--- config.mk ---
export PLATFORM = sky130hd
export DESIGN_NAME = gray_seq_ctrl
export DESIGN_NICKNAME = d
export VERILOG_FILES = /design/src/rtl/gray_pkg.sv /design/src/rtl/gray_step.sv /design/src/rtl/gray_seq_ctrl.sv
export SDC_FILE = /design/constraint.sdc
export NUM_CORES = 1
export LEC_CHECK = 0
export ABC_CLOCK_PERIOD_IN_PS = 1350
export CAP_MARGIN = 20
export CORE_UTILIZATION = 36
export CTS_BUF_LIST = sky130_fd_sc_hd__clkbuf_8
export DETAILED_ROUTE_END_ITERATION = 8
export PLACE_DENSITY = 0.6
export RECOVER_POWER = 100
export REMOVE_ABC_BUFFERS = 1
export SLEW_MARGIN = 30
export SYNTH_ARGS = -nofsm -noshare
export SYNTH_HDL_FRONTEND = slang
export SYNTH_SLANG_ARGS = --single-unit
--- constraint.sdc ---
create_clock -name clk -period 1.35 [get_ports clk]
set_input_delay 0.2025 -clock clk [delete_from_list [all_inputs] [get_ports clk]]
set_output_delay 0.2025 -clock clk [all_outputs]
set_load 0.01 [all_outputs]
--- src/rtl/gray_pkg.sv ---
// Shared definitions for the Gray-code sequencing controller:
// FSM state encoding, command opcodes and the binary-to-Gray helper.
package gray_pkg;

    typedef enum logic [1:0] {
        ST_IDLE = 2'd0,
        ST_RUN  = 2'd1,
        ST_FREE = 2'd2,
        ST_DONE = 2'd3
    } state_t;

    typedef enum logic [1:0] {
        OP_CLEAR = 2'b00,
        OP_RUN   = 2'b01,
        OP_FREE  = 2'b10,
        OP_STOP  = 2'b11
    } op_t;

    localparam int unsigned GRAY_MAX_W = 32;

    // Reflected binary Gray code; callers zero-extend and truncate to their width.
    function automatic logic [GRAY_MAX_W-1:0] bin2gray(input logic [GRAY_MAX_W-1:0] b);
        return b ^ (b >> 1);
    endfunction

endpackage

--- src/rtl/gray_step.sv ---
// Count register with clear/increment controls and a registered wrap pulse.
// Clear has priority over increment; wrap fires only when an increment
// rolls all-ones over to zero.
module gray_step #(
    parameter int WIDTH = 4
) (
    input  logic             clk,
    input  logic             rst,
    input  logic             clr,
    input  logic             inc,
    output logic [WIDTH-1:0] count,
    output logic             wrap
);

    // Count and wrap update; wrap is a one-cycle pulse aligned with count==0.
    always_ff @(posedge clk) begin
        if (rst) begin
            count <= '0;
            wrap  <= 1'b0;
        end else if (clr) begin
            count <= '0;
            wrap  <= 1'b0;
        end else if (inc) begin
            count <= count + 1'b1;
            wrap  <= &count;
        end else begin
            wrap  <= 1'b0;
        end
    end

endmodule

--- src/rtl/gray_seq_ctrl.sv ---
// Command-driven Gray-code sequencer: bounded RUN, free-running FREE,
// CLEAR and STOP, with done/wrap/err status pulses.
module gray_seq_ctrl
    import gray_pkg::*;
#(
    parameter int WIDTH = 4,
    parameter int LEN_W = 8
) (
    input  logic             clk,
    input  logic             rst,
    input  logic             cmd_valid,
    output logic             cmd_ready,
    input  logic [1:0]       cmd_op,
    input  logic [LEN_W-1:0] cmd_len,
    output logic [WIDTH-1:0] count,
    output logic [WIDTH-1:0] out,
    output logic             busy,
    output logic             done,
    output logic             wrap,
    output logic             err
);

    state_t             state;
    logic [LEN_W-1:0]   remaining;
    // Set when DONE was entered from a zero-length RUN: the done pulse is
    // then issued one edge later so it lands in the cycle after edge k+1.
    logic               zlen;
    logic               accept;
    logic               clr;
    logic               inc;

    assign cmd_ready = (state == ST_IDLE) || (state == ST_FREE);
    assign busy      = (state == ST_RUN)  || (state == ST_FREE);
    assign accept    = cmd_valid && cmd_ready;
    assign out       = WIDTH'(bin2gray(GRAY_MAX_W'(count)));

    // Counter controls derived from current state and the accepted command.
    always_comb begin
        clr = 1'b0;
        inc = 1'b0;
        case (state)
            ST_IDLE: clr = accept && (cmd_op == OP_CLEAR);
            ST_RUN:  inc = 1'b1;
            ST_FREE: inc = !(accept && (cmd_op == OP_STOP));
            default: ;
        endcase
    end

    gray_step #(.WIDTH(WIDTH)) u_step (
        .clk   (clk),
        .rst   (rst),
        .clr   (clr),
        .inc   (inc),
        .count (count),
        .wrap  (wrap)
    );

    // Sequencing FSM with registered done/err pulses.
    always_ff @(posedge clk) begin
        if (rst) begin
            state     <= ST_IDLE;
            remaining <= '0;
            zlen      <= 1'b0;
            done      <= 1'b0;
            err       <= 1'b0;
        end else begin
            done <= 1'b0;
            err  <= 1'b0;
            case (state)
                ST_IDLE: begin
                    if (accept) begin
                        case (cmd_op)
                            OP_RUN: begin
                                if (cmd_len == '0) begin
                                    state <= ST_DONE;
                                    zlen  <= 1'b1;
                                end else begin
                                    state     <= ST_RUN;
                                    remaining <= cmd_len;
                                end
                            end
                            OP_FREE: state <= ST_FREE;
                            default: ;
                        endcase
                    end
                end
                ST_RUN: begin
                    remaining <= remaining - 1'b1;
                    if (remaining == LEN_W'(1)) begin
                        state <= ST_DONE;
                        done  <= 1'b1;
                    end
                end
                ST_FREE: begin
                    if (accept) begin
                        if (cmd_op == OP_STOP) state <= ST_IDLE;
                        else                   err   <= 1'b1;
                    end
                end
                ST_DONE: begin
                    if (zlen) begin
                        zlen <= 1'b0;
                        done <= 1'b1;
                    end else begin
                        state <= ST_IDLE;
                    end
                end
                default: state <= ST_IDLE;
            endcase
        end
    end

endmodule

# Word level (Yosys, flattened, before mapping)
# Cells that the tools add are included.
# W data, S select, Z words.
[totals] inputBits=13 wordCells=69 register_bits=18
[classes] n_bitwise=4 addsub=2 n_mux=22 eq_ne=16 reduce_logical=18
[ops] cell="$mux W8" count=3
[ops] cell="$pmux W8 S2" count=1
[ops] cell="$mux W2" count=6
[ops] cell="$reduce_and A4 Y1" count=3
[ops] cell="$eq A2 B2 Y1 const B" count=4
[ops] cell="$eq A8 B1 Y1 const B" count=1
[ops] cell="$logic_not A8 Y1" count=1
[ops] cell="$ne A2 B1 Y1 const B" count=4
[ops] cell="$ne A2 B2 Y1 const B" count=4
[ops] cell="$pmux W2 S4" count=1
[ops] cell="$sub A8 B1 Y8 const B" count=1
[ops] cell="$mux W1" count=7
[ops] cell="$pmux W1 S2" count=3
[ops] cell="$reduce_and A6 Y1" count=1
[ops] cell="$reduce_or A3 Y1" count=2
[ops] cell="$add A4 B1 Y4 const B" count=1
[ops] cell="$eq A2 B1 Y1 const B" count=2
[ops] cell="$logic_not A2 Y1" count=2
[ops] cell="$pmux W2 S2" count=1
[ops] cell="$reduce_bool A2 Y1" count=2
[ops] cell="$xor A4 B3 Y4" count=1
[ops] cell="$logic_and A1 B1 Y1" count=3
[ops] cell="$ne A3 B1 Y1 const B" count=1
[ops] cell="$not A1 Y1" count=3
[ops] cell="3 further kinds" count=4

# Longest topological paths before layout
[logic_depth] depth_word=8 ltp_mapped=8 mapped_depth_nobuf=6

# Cells and area by module
# Synthesis repeated with hierarchy kept, for this count alone.
[hier_totals] cells_unflattened=144 hier_area_um2=1238.7
[by_module_without_submodules] mod="gray_seq_ctrl" area_per_inst_um2=1013.5 seq_area_each_um2=260.2 cells_each=123 n_inst=1
[by_module_without_submodules] mod="gray_step" area_per_inst_um2=225.2 seq_area_each_um2=100.1 cells_each=21 n_inst=1

# Least setup slack after synthesis
# No wires, ideal clock.
[synth_timing] path_kind="register to register" startpoint="reg state[0]" endpoint="reg u_step.count[2]" stages_incl_launch_ff=6 required_ns=1.280 path_buffers=0 arrival_ns=1.499 path_slack_ns=-0.218 path_cell_list="dfxtp_1 inv_1 ha_1 inv_1 or4_1 a21oi_1"
[synth_between] elab_chain_len=6 elab_cells_between_ends=11 classes_between="eq/ne (2); mux (2); reduce/logical (7)"
[synth_rtl] item="from (decl)" line_no="gray_seq_ctrl.sv:23" text="state_t state;"
[synth_rtl] item="from (signal assigned)" line_no="gray_seq_ctrl.sv:61" text="state <= ST_IDLE;"
[synth_rtl] item="from (signal assigned)" line_no="gray_seq_ctrl.sv:75" text="state <= ST_DONE;"
[synth_rtl] item="from (signal assigned)" line_no="gray_seq_ctrl.sv:78" text="state <= ST_RUN;"
[synth_rtl] item="$eq A2 B2 Y1 / $logic_not A2 Y1 (equally long branches)" line_no="gray_seq_ctrl.sv:32, gray_seq_ctrl.sv:41"
[synth_rtl] item="$logic_or A1 B1 Y1" line_no="gray_seq_ctrl.sv:32" text="assign cmd_ready = (state == ST_IDLE) || (state == ST_FREE);"
[synth_rtl] item="$logic_and A1 B1 Y1" line_no="gray_seq_ctrl.sv:34" text="assign accept = cmd_valid && cmd_ready;"
[synth_rtl] item="$logic_and A1 B1 Y1, on equally long branches" line_no="gray_seq_ctrl.sv:44, gray_seq_ctrl.sv:42"
[synth_rtl] item="$logic_not A1 Y1 / $mux W1 (equally long branches)" line_no="gray_seq_ctrl.sv:44, gray_seq_ctrl.sv:41"
[synth_rtl] item="$pmux W1 S2 / $reduce_or A2 Y1 (equally long branches)"
[synth_rtl] item="to (signal assigned)" line_no="gray_step.sv:24" text="count <= count + 1'b1;"
[synth_rtl] item="to (decl)" line_no="gray_step.sv:11" text="output logic [WIDTH-1:0] count,"
# Several ways; a longest one is shown, not always the timed one.
# A chain may end at the register's enable or synchronous reset.

# Final worst setup path
[layout_timing] startpoint="reg state[1]" endpoint="reg remaining[3]"
[layout_between] elab_chain_len=5 elab_cells_between_ends=11 classes_between="eq/ne (5); mux (1); reduce/logical (5)"
[layout_rtl] item="$eq A2 B2 Y1 / $logic_not A2 Y1 (equally long branches)" line_no="gray_seq_ctrl.sv:32, gray_seq_ctrl.sv:69"
[layout_rtl] item="$logic_or A1 B1 Y1" line_no="gray_seq_ctrl.sv:32"
[layout_rtl] item="$logic_and A1 B1 Y1" line_no="gray_seq_ctrl.sv:34"
[layout_rtl] item="$ne A2 B2 Y1 (no source line)"
[layout_rtl] item="$reduce_and A4 Y1 (no source line)"
[layout_rtl] item="to (signal assigned)" line_no="gray_seq_ctrl.sv:79" text="remaining <= cmd_len;"
[layout_rtl] item="to (signal assigned)" line_no="gray_seq_ctrl.sv:88" text="remaining <= remaining - 1'b1;"
[layout_rtl] item="to (decl)" line_no="gray_seq_ctrl.sv:24" text="logic [LEN_W-1:0] remaining;"
# Several ways; a longest one is shown, not always the timed one.

==> qor.yml <==
drt:
  dr.pass1.iters: 4
  route.detailed.vias_per_inst: 5.424
  drt-total-wl_um: 3935
  wl_met2_um: 2092
  topRoutingLayerUsed: "met4"
  met1_length_um: 1660
  drt-wirelength-per-cell_um: 15.43
  vias: 1383
  post-route-drc-count: 0
  met3WireLength_um: 127
  drt.antenna.violating_nets: 0
  drtIter0Drc: 69
layout:
  final_cell_count_no_fill: 255
  nets: 233
  antenna_cells: 0
  design_area_um2: 2140
  fillCellCount: 314
  layout.core_utilization_pct: 62.64
  post_route_cells_drive_above_1_share_pct: 47.37
  area_delta_synth_final_pct: 63.79
  mostFrequentLayoutCells: "sky130_fd_sc_hd__buf_4, sky130_fd_sc_hd__dfxtp_1, sky130_fd_sc_hd__clkdlybuf4s50_1"
  layout.cells.most_common: "sky130_fd_sc_hd__buf_4"
sta:
  final-hold-violation-count: 0
  final_clock_skew_ps: 6.177
  final_critical_path_share_of_the_clock_period_pct: 115.0
  finalSetupViolCount: 18
  slew-limit-headroom_pct: 74.38
  timing_worst_slew_pin_value_ps: 381.3
  maxSlewViolCount: 0
  period_minus_slack_ps: 1553
  final.setup.worst_slack_ps: -202.6
  grt_setup_unrepaired: "true"
  max_clock_freq_ghz: 0.6441
synthesis:
  post_synth_inst_count: 143
  yosys_warnings: 0
  synth_seq_area_share_pct: 27.59
  synth.distinct_cells: 52
  post_synth.cell_area_avg_um2: 9.135
  ys_ff_latch: 18
  post_synth_instance_area_um2: 1306
placement:
  post_dp_cell_area_um2: 1815
  placed_cells: 242
  port_buffers: 25
  gp_congestion: 0.8366
  dp_hpwl_um: 2707
setup_path:
  critPathLaunchType: "flop"
  path_cells: "inv_6 -> ha_4 -> buf_6 -> nand4b_4 -> a21oi_4 -> o22ai_2 -> a31o_2"
  worst_ep_arrival_time_ps: 1710
  critical-path-top-delay-family: "compound AO/OA/AOI/OAI gates"
  maximum_fanout_count_along_the_critical_path: 6
  crit_type: "reg -> reg"
  worst_stage_delay_on_the_critical_path_ps: 380
  slowest_stage: "sky130_fd_sc_hd__dfxtp_4"
  wp_data_required_ps: 1510
  crit_buf_inv: 2
  critPathCaptureType: "flop"
pwr:
  power_switching_uw: 1505
  combinationalPowerShare_pct: 67.7
  internal-power_uw: 2212
  p_seq_share_pct: 19.6
  sw_frac_of_total_pct: 40.48
  max-vdd-ir-drop_v: 0.001120
  power_density_nw_per_um2: 1737
  total_leakage_power_uw: 0.0008790
  clkPwrFrac_pct: 12.7
cts:
  cts_tree: "yes"
  hold_buffers: 0
  cts_sinks: 18
  clock_insertion_delay_worst_skew_ps: 260
  clockBufferDepth: 2
  h-tree-depth: 1
  clkTransAtPathRegs_ps: 80
  total_cts_buffers: 3
  root_buffer: "sky130_fd_sc_hd__clkbuf_8"
worst_hold_path:
  class_of_the_most_critical_hold_timing_path: "reg -> reg"
flow_run:
  cap_violations: 0
global_route:
  number_of_global_route_vias_before_repair: 1428
  grt_pass1_wl_um: 6361
  grt-ovfl-total: 0
  initial_antenna_violation_count: 0
  grt_usage_pct: 20.69
  grt_max_degree: 11
floorplanning:
  die_height_um: 62.24
  start_util_pct: 38.24
  floorplan.core_area_um2: 3416
  die_area_um2: 3873
  dieWidth_um: 62.24
  core.rowCount: 21
  design.portCount: 26
run_status:
  outcome: "complete, but fails checks"
  failed_checks: "setup timing"
==> area by class of cell <==
cell class | count | area (um2) | area share [%]
Sequential cell | 18 | 365.4 | 17.08
Tap cell | 46 | 57.56 | 2.690
Clock buffer | 4 | 55.05 | 2.573
Timing Repair Buffer | 69 | 569.3 | 26.61
Multi-Input combinational cell | 107 | 1041 | 48.66
Inverter | 11 | 51.30 | 2.398
==> worst register-to-register path, cell delays in order, from the launching register on <==
cell and delay (ps):
sky130_fd_sc_hd__dfxtp_4 380, sky130_fd_sc_hd__inv_6 80, sky130_fd_sc_hd__ha_4 130, sky130_fd_sc_hd__buf_6 120, sky130_fd_sc_hd__nand4b_4 130, sky130_fd_sc_hd__a21oi_4 240, sky130_fd_sc_hd__o22ai_2 120, sky130_fd_sc_hd__a31o_2 240
==> per-layer routing <==
| layer | vias to the layer above | GRT usage [%] |
|---|---|---|
| li1 | 673 | - |
| met1 | 673 | 23.87 |
| met2 | 31 | 39.01 |
| met3 | 6 | 2.941 |
| met4 | 0 | 6.105 |
| met5 | - | 0 |
==> through the flow <==
| step | total power [uW] | setup TNS [ps] | hold WS [ps] | setup slack, ps |
|---|---|---|---|---|
| after floorplan | 1667 | -4510 | 271.6 | -475.5 |
| after global placement | 2536 | -5705 | 469.5 | -377.0 |
| after detailed placement | 2577 | -5926 | 464.8 | -387.2 |
| after CTS | 3405 | -2071 | 483.2 | -190.4 |
| after global routing | 3941 | -3511 | 524.3 | -241.8 |
| final | 3716 | -2518 | 485.4 | -202.6 |
==> Yosys cell counts (all sizes together) <==
| cell type | count | area share (%) |
|---|---|---|
| a2bb2oi | 1 | 0.67 |
| or3b | 1 | 0.67 |
| a21o | 3 | 2.3 |
| o21ai | 4 | 1.5 |
| a32oi | 1 | 0.67 |
| nand2b | 1 | 0.48 |
| nor4b | 2 | 2.3 |
| o32ai | 4 | 2.7 |
| inv | 11 | 3.2 |
| o22ai | 3 | 1.4 |
| and4 | 1 | 0.67 |
| a311oi | 2 | 1.3 |
| buf | 5 | 3.3 |
| or4 | 1 | 0.57 |
| clkbuf | 2 | 1.4 |
| ha | 10 | 9.6 |
| nor3 | 2 | 1.1 |
| mux2i | 2 | 1.5 |
| and4bb | 1 | 0.96 |
| o221ai | 1 | 0.67 |
| or2 | 2 | 0.96 |
| dfxtp | 18 | 28 |
| a31oi | 1 | 0.48 |
| nand3b | 1 | 0.57 |
| nor3b | 1 | 0.57 |
| nand4b | 1 | 1.8 |
| and3 | 3 | 1.4 |
| nor4 | 3 | 3.7 |
| a31o | 3 | 2.0 |
| a22oi | 4 | 2.3 |
| a221oi | 3 | 3.4 |
| a211oi | 3 | 1.7 |
| a21oi | 9 | 3.7 |
| nor2 | 7 | 2.2 |
| xnor2 | 1 | 0.67 |
| o31ai | 2 | 1.1 |
| o21ba | 1 | 0.77 |
| nand2 | 14 | 4.2 |
| nand3 | 3 | 1.1 |
| or3 | 2 | 0.96 |
| nand4 | 3 | 1.4 |
==> flip-flops by register name (all words and copies together) (netlist names) <==
| register | cells |
|---|---|
| remaining | 8 |
| u_step.count | 4 |
| state | 2 |
| done | 1 |
| err | 1 |
| u_step.wrap | 1 |
| zlen | 1 |
==> power by group through the flow <==
stage          registers (uW)  clock network, uW  logic [uW]
6_report                  728                472        2520
5_1_grt                   738                497        2710
4_1_cts                   720                477        2210
3_5_place_dp              693                  0        1880
3_3_place_gp              689                  0        1850
2_1_floorplan             693                  0         974
==> logic make-up after synthesis <==
kind of cell / after synthesis / synth area share (%)
buf+inv: 18 / 7.853
fa+ha+maj: 10 / 9.579
compound gates: 45 / 26.92
simple gates: 49 / 25.86
flops: 18 / 27.59
mux: 2 / 1.533
xor+xnor: 1 / 0.6706
==> what timing repair did <==
item | 4_1_cts | 5_1_grt
pin swaps | 14 | 10
gates cloned | 0 | 0
setup endpoints to repair | 26 | 21
setup buffers | 6 | 4
gates resized for setup | 55 | 18
==> final timing paths <==
| kind | from | endpoint | slack (ps) | depth (start not counted) |
|---|---|---|---|---|
| worst min-delay path | remaining[7]$_SDFFE_PP0P_ | remaining[7]$_SDFFE_PP0P_ | 490 | 1 |
| worst min register to register | remaining[7]$_SDFFE_PP0P_ | remaining[7]$_SDFFE_PP0P_ | 490 | 1 |
| worst max-delay path | state[1]$_SDFFE_PP0P_ | remaining[3]$_SDFFE_PP0P_ | -200 | 7 |
| worst max register to register | state[1]$_SDFFE_PP0P_ | remaining[3]$_SDFFE_PP0P_ | -200 | 7 |
No activity file was read; power rests on OpenSTA's default activity.
